### src/rtl/argon_int_pkg.sv
// Shared types and defaults for the argon interrupt controller.
package argon_int_pkg;

  localparam int N_SRC_DEFAULT = 8;
  localparam int VEC_W_DEFAULT = $clog2(N_SRC_DEFAULT);

  typedef enum logic [1:0] {
    IDLE,
    REQ,
    SERVICE
  } int_state_t;

  typedef logic [VEC_W_DEFAULT-1:0] int_vec_t;

endpackage

### src/rtl/int_priority_enc.sv
// Combinational fixed-priority encoder: lowest set index wins.
module int_priority_enc #(
  parameter int N_SRC = 8,
  parameter int VEC_W = $clog2(N_SRC)
) (
  input  logic [N_SRC-1:0] req,
  output logic             valid,
  output logic [VEC_W-1:0] idx
);

  // Scanning from the top down lets the lowest index overwrite last.
  always_comb begin
    valid = 1'b0;
    idx   = '0;
    for (int k = N_SRC - 1; k >= 0; k--) begin
      if (req[k]) begin
        valid = 1'b1;
        idx   = VEC_W'(k);
      end
    end
  end

endmodule

### src/rtl/interrupt_controller.sv
// Level-triggered interrupt controller with mask, fixed priority and
// a single non-nesting IDLE/REQ/SERVICE handshake with the CPU.
module interrupt_controller
  import argon_int_pkg::*;
#(
  parameter int N_SRC = N_SRC_DEFAULT,
  parameter int VEC_W = $clog2(N_SRC)
) (
  input  logic             i_clk,
  input  logic             i_rst_n,
  input  logic [N_SRC-1:0] i_trigger,
  input  logic             i_gie,
  input  logic             i_mask_we,
  input  logic [N_SRC-1:0] i_mask_wdata,
  input  logic             i_cpu_ack,
  input  logic             i_eoi,
  output logic             o_irq,
  output logic [VEC_W-1:0] o_vector,
  output logic [N_SRC-1:0] o_pending,
  output logic [N_SRC-1:0] o_mask,
  output logic             o_in_service
);

  int_state_t       state;
  int_state_t       state_next;
  logic [N_SRC-1:0] pending;
  logic [N_SRC-1:0] mask;
  logic [VEC_W-1:0] vector;
  logic [N_SRC-1:0] vec_onehot;
  logic [N_SRC-1:0] clr_bits;
  logic             vec_enabled;
  logic             sel_valid;
  logic [VEC_W-1:0] sel_idx;
  logic             load_vec;
  logic             ack_take;

  int_priority_enc #(
    .N_SRC (N_SRC),
    .VEC_W (VEC_W)
  ) u_prio (
    .req   (pending & mask),
    .valid (sel_valid),
    .idx   (sel_idx)
  );

  assign vec_onehot  = N_SRC'(1) << vector;
  assign vec_enabled = |(mask & vec_onehot);
  assign clr_bits    = ack_take ? vec_onehot : '0;

  always_comb begin
    state_next = state;
    load_vec   = 1'b0;
    ack_take   = 1'b0;
    case (state)
      IDLE: begin
        if (i_gie && sel_valid) begin
          state_next = REQ;
          load_vec   = 1'b1;
        end
      end
      REQ: begin
        // Withdrawal beats acknowledge so a dropped source is never serviced.
        if (!i_gie || !vec_enabled) begin
          state_next = IDLE;
        end else if (i_cpu_ack) begin
          state_next = SERVICE;
          ack_take   = 1'b1;
        end
      end
      SERVICE: begin
        if (i_eoi) begin
          state_next = IDLE;
        end
      end
      default: state_next = IDLE;
    endcase
  end

  always_ff @(posedge i_clk or negedge i_rst_n) begin
    if (!i_rst_n) begin
      state <= IDLE;
    end else begin
      state <= state_next;
    end
  end

  // A new trigger is OR-ed in after the ack clear, so a same-cycle retrigger survives.
  always_ff @(posedge i_clk or negedge i_rst_n) begin
    if (!i_rst_n) begin
      pending <= '0;
      mask    <= '0;
      vector  <= '0;
    end else begin
      pending <= (pending & ~clr_bits) | (i_trigger & mask);
      if (i_mask_we) begin
        mask <= i_mask_wdata;
      end
      if (load_vec) begin
        vector <= sel_idx;
      end
    end
  end

  assign o_irq        = (state == REQ);
  assign o_in_service = (state == SERVICE);
  assign o_vector     = vector;
  assign o_pending    = pending;
  assign o_mask       = mask;

endmodule

### config.mk
export PLATFORM = sky130hd
export DESIGN_NAME = interrupt_controller
export DESIGN_NICKNAME = d
export VERILOG_FILES = /design/src/rtl/argon_int_pkg.sv /design/src/rtl/int_priority_enc.sv /design/src/rtl/interrupt_controller.sv
export SDC_FILE = /design/constraint.sdc
export NUM_CORES = 1
export LEC_CHECK = 0
export ABC_AREA = 0
export CAP_MARGIN = 10
export CORE_MARGIN = 10
export CORE_UTILIZATION = 43
export DETAILED_ROUTE_END_ITERATION = 10
export GPL_TIMING_DRIVEN = 1
export PLACE_DENSITY = 0.79
export REMOVE_ABC_BUFFERS = 1
export SYNTH_ARGS = -nofsm -noshare
export SYNTH_HDL_FRONTEND = slang
export SYNTH_HIERARCHICAL = 1
export SYNTH_SLANG_ARGS = --single-unit
export TNS_END_PERCENT = 30
### constraint.sdc
create_clock -name i_clk -period 1.9 [get_ports i_clk]
set_input_delay 0.285 -clock i_clk [delete_from_list [all_inputs] [get_ports i_clk]]
set_output_delay 0.285 -clock i_clk [all_outputs]
set_load 0.005 [all_outputs]
# == Yosys cells after proc, flatten, opt, wreduce, memory -nomap -nowiden ==
# Cells that the tools add are included.
# totals
out_inout_bits,21
regBits,21
wordCells,50
# op_classes
n_bitwise,6
shifts,1
n_reduce_logical,7
eq_ne,5
mux,27
# ops
op,count
AND 8 bit,4
two-way mux 3 bit,8
two-way mux 1 bit,13
two-way mux 2 bit,4
two-way mux 8 bit,1
inverter 8 bit,1
OR 8 bit,1
OR reduction 8 bit,1
"<< shifter 1 x 3 -> 8 bit, first input constant",1
case mux 2 bit (3 select lines),1
"inequality test 2 bit, second input constant",2
"inequality test 3 x 2 -> 1 bit, second input constant",1
AND reduction 3 bit,1
"equality test 2 x 1 -> 1 bit, second input constant",1
"equality test 2 bit, second input constant",1
zero test 1 bit,2
zero test 2 bit,1
logical AND 1 bit,1
logical OR 1 bit,1

# == Depth between registers and ports, before layout ==
# logic_depth
word_depth,12
mapped_depth,7

# == Hierarchy ==
# The synthesis kept the hierarchy.
# modules_own_cells
mod,cells_each,seq_area_each_um2,n_inst,area_each_um2
interrupt_controller,93,525.5,1,1036.0
int_priority_enc,13,0.0,1,80.1

# == Worst setup path after synthesis ==
# No wires, ideal clock.
# synth_path
path_type,register to register
start,reg mask[2] (netlist: o_mask[2])
end,reg vector[0] (netlist: o_vector[0])
slack_ns,0.312
t_arrival_ns,1.463
required_time_ns,1.775
setup_time_ns,0.125
stages_incl_launch_ff,7
path_cell_list,dfrtp_1 -> and2_1 -> nor4_2 -> nand2_1 -> nand2_1 -> nor3_1 -> mux2_2
# synth_via
elab_chain_len,7
# synth_rtl
element,line,rtl
"start, declared",interrupt_controller.sv:27,logic [N_SRC-1:0] mask;
"start signal, assigned",interrupt_controller.sv:96,mask <= i_mask_wdata;
AND 8 bit,interrupt_controller.sv:41,".req (pending & mask),"
two-way mux 1 bit (3 in a row),int_priority_enc.sv:16,if (req[k]) begin
net sel_valid,interrupt_controller.sv:32,logic sel_valid;
logical AND 1 bit,interrupt_controller.sv:56,if (i_gie && sel_valid) begin
two-way mux 1 bit,interrupt_controller.sv:56,
two-way mux 1 bit,interrupt_controller.sv:54,case (state)
"end signal, assigned",interrupt_controller.sv:99,vector <= sel_idx;
"end, declared",interrupt_controller.sv:28,logic [VEC_W-1:0] vector;
# The timed path passes the listed nets, and every way through them passes these cells.
# A chain may end at the register's enable or synchronous reset.

# == Worst setup path in the final report ==
# layout_path
start,reg vector[0] (netlist: o_vector[0])
end,reg pending[6] (netlist: o_pending[6])
# layout_via
elab_chain_len,11
# layout_rtl
element,line,rtl
<< shifter 1 x 3 -> 8 bit *,interrupt_controller.sv:46,assign vec_onehot = N_SRC'(1) << vector;
AND 8 bit,interrupt_controller.sv:47,assign vec_enabled = |(mask & vec_onehot);
OR reduction 8 bit,interrupt_controller.sv:47,
zero test 1 bit,interrupt_controller.sv:63,if (!i_gie || !vec_enabled) begin
logical OR 1 bit,interrupt_controller.sv:63,
two-way mux 1 bit,interrupt_controller.sv:63,
two-way mux 1 bit,interrupt_controller.sv:54,
two-way mux 8 bit *,interrupt_controller.sv:48,assign clr_bits = ack_take ? vec_onehot : '0;
inverter 8 bit *,interrupt_controller.sv:94,pending <= (pending & ~clr_bits) | (i_trigger & mask);
AND 8 bit *,interrupt_controller.sv:94,
OR 8 bit *,interrupt_controller.sv:94,
"end signal, assigned",interrupt_controller.sv:94,
"end, declared",interrupt_controller.sv:26,logic [N_SRC-1:0] pending;
# Every way passes the cells marked *; elsewhere a longest branch is shown, timed or not.

==> impl_metrics.py <==
metrics = {
    "floorplanning": {
        "row_count": 18,
        "die_area_um2": 5033,
        "initial_utilization_pct": 45.05,
        "die_h_um": 70.95,
        "ios": 43,
        "core_area_um2": 2477,
        "die_w_um": 70.95,
    },
    "power_and_ir_drop": {
        "comb_power_share_pct": 42.4,
        "clock_power_share_pct": 15.6,
        "netSwitchingFraction_pct": 34.52,
        "p_leak_nw": 0.6391,
        "internal_power_uw": 929.9,
        "seqPwrFrac_pct": 41.9,
        "vdd_ir_drop_max_uv": 589.1,
        "power_density_nw_per_um2": 865.1,
        "switching_power_uw": 490.3,
    },
    "detailed_routing": {
        "drc": 0,
        "via_count": 1030,
        "ant_nets": 0,
        "vias_per_cell": 5.538,
        "dr.first_iter.drc_count": 51,
        "wl_per_cell_um": 17.32,
        "drt_first_pass_iters": 4,
        "finalWirelength_um": 3222,
    },
    "sta": {
        "finalHoldViolations": 0,
        "setup_viol": 0,
        "final-max-slew-violation-count": 0,
        "fin_worst_skew_ps": 10.78,
        "tightest_slew_ps": 421.8,
        "slew_headroom_pct": 71.15,
        "period_needed_ps": 1775,
        "finalCritPeriodShare_pct": 93.42,
        "fin_setup_tns_ps": 0,
        "max_freq_mhz": 563.4,
        "rsz0062_at_grt": "no",
    },
    "logic_synthesis": {
        "synth_area_leaders": "dfrtp_1 47%, mux2_2 10%, a21oi_1 7.6%, and2_1 5.0%, a2111oi_0 3.1%",
        "synth.avg_cell_area_um2": 10.53,
        "yosysTopAreaCell": "dfrtp_1",
        "synth_cell_types": 32,
        "synthesis.area_um2": 1116,
        "syn_inst": 106,
        "seq_area_frac_synth_pct": 47.09,
        "ys_ff_latch": 21,
        "ys_warn_count": 6,
        "synth_top_area_share_pct": 47.09,
    },
    "setup_path": {
        "critPathKind": "flip-flop to flip-flop",
        "slowest_stage": "dfrtp_1",
        "crit_chain": "or2_2, o221ai_1, a311o_1, a41oi_1",
        "required_ps": 2070,
        "endpoint_kind": "flip-flop",
        "critPathLaunchType": "flip-flop",
        "max_stage_delay_ps": 470,
        "worstPathArrival_ps": 1950,
        "path_max_fanout": 10,
    },
    "global_route": {
        "grt_max_degree": 22,
        "grt_pass1_vias": 1130,
        "grt_pass1_wl_um": 5250,
        "overflow": 0,
        "grt_antenna_before_repair": 0,
        "grt_usage_pct": 12.62,
    },
    "final_layout": {
        "fin_util_pct": 66.26,
        "nets": 179,
        "area_growth_pct": 47.08,
        "diodes": 0,
        "fin_area_um2": 1642,
        "drive_gt1_share_pct": 16.67,
    },
    "clock_tree": {
        "h-tree-depth": 1,
        "cts_tree": "yes",
        "postCtsHoldBufs": 0,
        "cts-buffers-inserted": 3,
        "insertion_delay_ps": 310,
        "clockBufferDepth": 2,
        "root_buffer": "clkbuf_4",
        "clk_pin_slew_ps": 120,
        "clock-sinks": 21,
        "cts_setup_buffers": 0,
    },
    "placement": {
        "hpwl_um": 2507,
        "port_buffers": 42,
        "gp_congestion": 0.8466,
        "placed_area_um2": 1609,
    },
    "worst_hold_path": {
        "hold_path_class": "input port to async pin",
    },
    "status": {
        "status": "finished clean",
    },
    "run": {
        "cap_violations": 0,
    },
}
## cells in the final DEF, fill, tap and decap left out, drive strengths merged, types with 4 or more instances in the layout
cell	n
nor2b	4
a21oi	17
a2111oi	4
mux2	11
and2	9
clkdlybuf4s50	42
a41oi	4
nand2	5
buf	8
clkbuf	4
dfrtp	21
inv	4
## layout make-up
type / count / area, um^2
well taps: 30 / 37.54
flip-flops and latches: 21 / 526.8
multi-input cells: 77 / 555.5
repair buffers: 50 / 480.5
fillers: 213 / 835.8
clock buffers: 4 / 26.28
inverters: 4 / 15.01
## state kept, by name, indices dropped and copies added (netlist names)
name / count
o_pending: 8
o_vector: 3
o_mask: 8
state: 2
## worst max-delay path, delay by kind of cell (launching register included)
family | cells | cell delay [ps]
flops | 1 | 470
simple gates | 1 | 340
compound gates | 3 | 820
## power groups by stage
| stage | registers [mW] | clock network (mW) | logic [mW] |
|---|---|---|---|
| detailed placement | 0.602 | 0 | 0.599 |
| finish | 0.596 | 0.222 | 0.602 |
| global placement | 0.594 | 0 | 0.592 |
| floorplan | 0.602 | 0 | 0.272 |
| global route | 0.611 | 0.249 | 0.658 |
| CTS | 0.594 | 0.226 | 0.605 |
## path summary, 6_finish.rpt
kind	from	endpoint	slack (ps)	depth (start not counted)
worst min register to register	o_pending[0]	o_pending[0]	570	2
min in group i_clk	o_pending[0]	o_pending[0]	570	2
worst max register to register	o_vector[0]	o_pending[6]	130	4
max in group asynchronous	i_rst_n	o_vector[2]	1350	2
worst min-delay path	i_rst_n	o_mask[7]	300	2
worst max-delay path	o_vector[0]	o_pending[6]	130	4
## cell usage after synthesis
cell type  instances
o21bai_1           1
a22o_1             1
nor2b_1            4
a31o_1             1
nand4_1            1
nor3_1             2
or2b_1             1
mux2_4             1
nand2_1            5
a311o_1            1
and2_1             9
o221ai_1           1
buf_2              1
clkbuf_2           1
mux2_2            10
a21oi_1           17
a41oi_1            4
buf_6              1
o41ai_1            1
or2_2              1
nand2b_1           2
a2111oi_0          4
clkbuf_1           1
dfrtp_1           21
and3b_1            1
mux2i_1            2
o21ai_0            2
a211oi_1           1
nor4_1             1
nor4_2             1
nor2_1             2
inv_1              4
## routing by layer
metal	up-vias	track usage, %	share of wire (%)
met2	43	20.18	48
met4	0	5.161	1.8
li1	499	-	-
met1	480	14.48	41
met5	-	0	0
met3	8	5.300	9.2
## through the flow
step	instances	setup WS (ps)	total power, mW	hold slack [ps]
finish	186	125.1	1.420	297.4
global route	186	15.08	1.518	313.2
CTS	186	44.79	1.424	310.8
detailed placement	182	65.67	1.200	552.7
global placement	182	104.7	1.186	553.2
floorplan	102	312.4	0.8737	-10.59
## cell families (layout without fill, tap and decap cells)
logic type	Yosys count	in the layout	synth area share [%]
simple gates	30	30	15.92
buf+inv	8	58	3.586
compound gates	34	34	20.18
mux	13	13	13.23
flops	21	21	47.08
## timing repair
item	4_1_cts	5_1_grt
endpoints found under the hold margin	0	0
setup endpoints to repair	0	3
gates resized for setup	0	2
No activity file was read; power rests on OpenSTA's default activity.
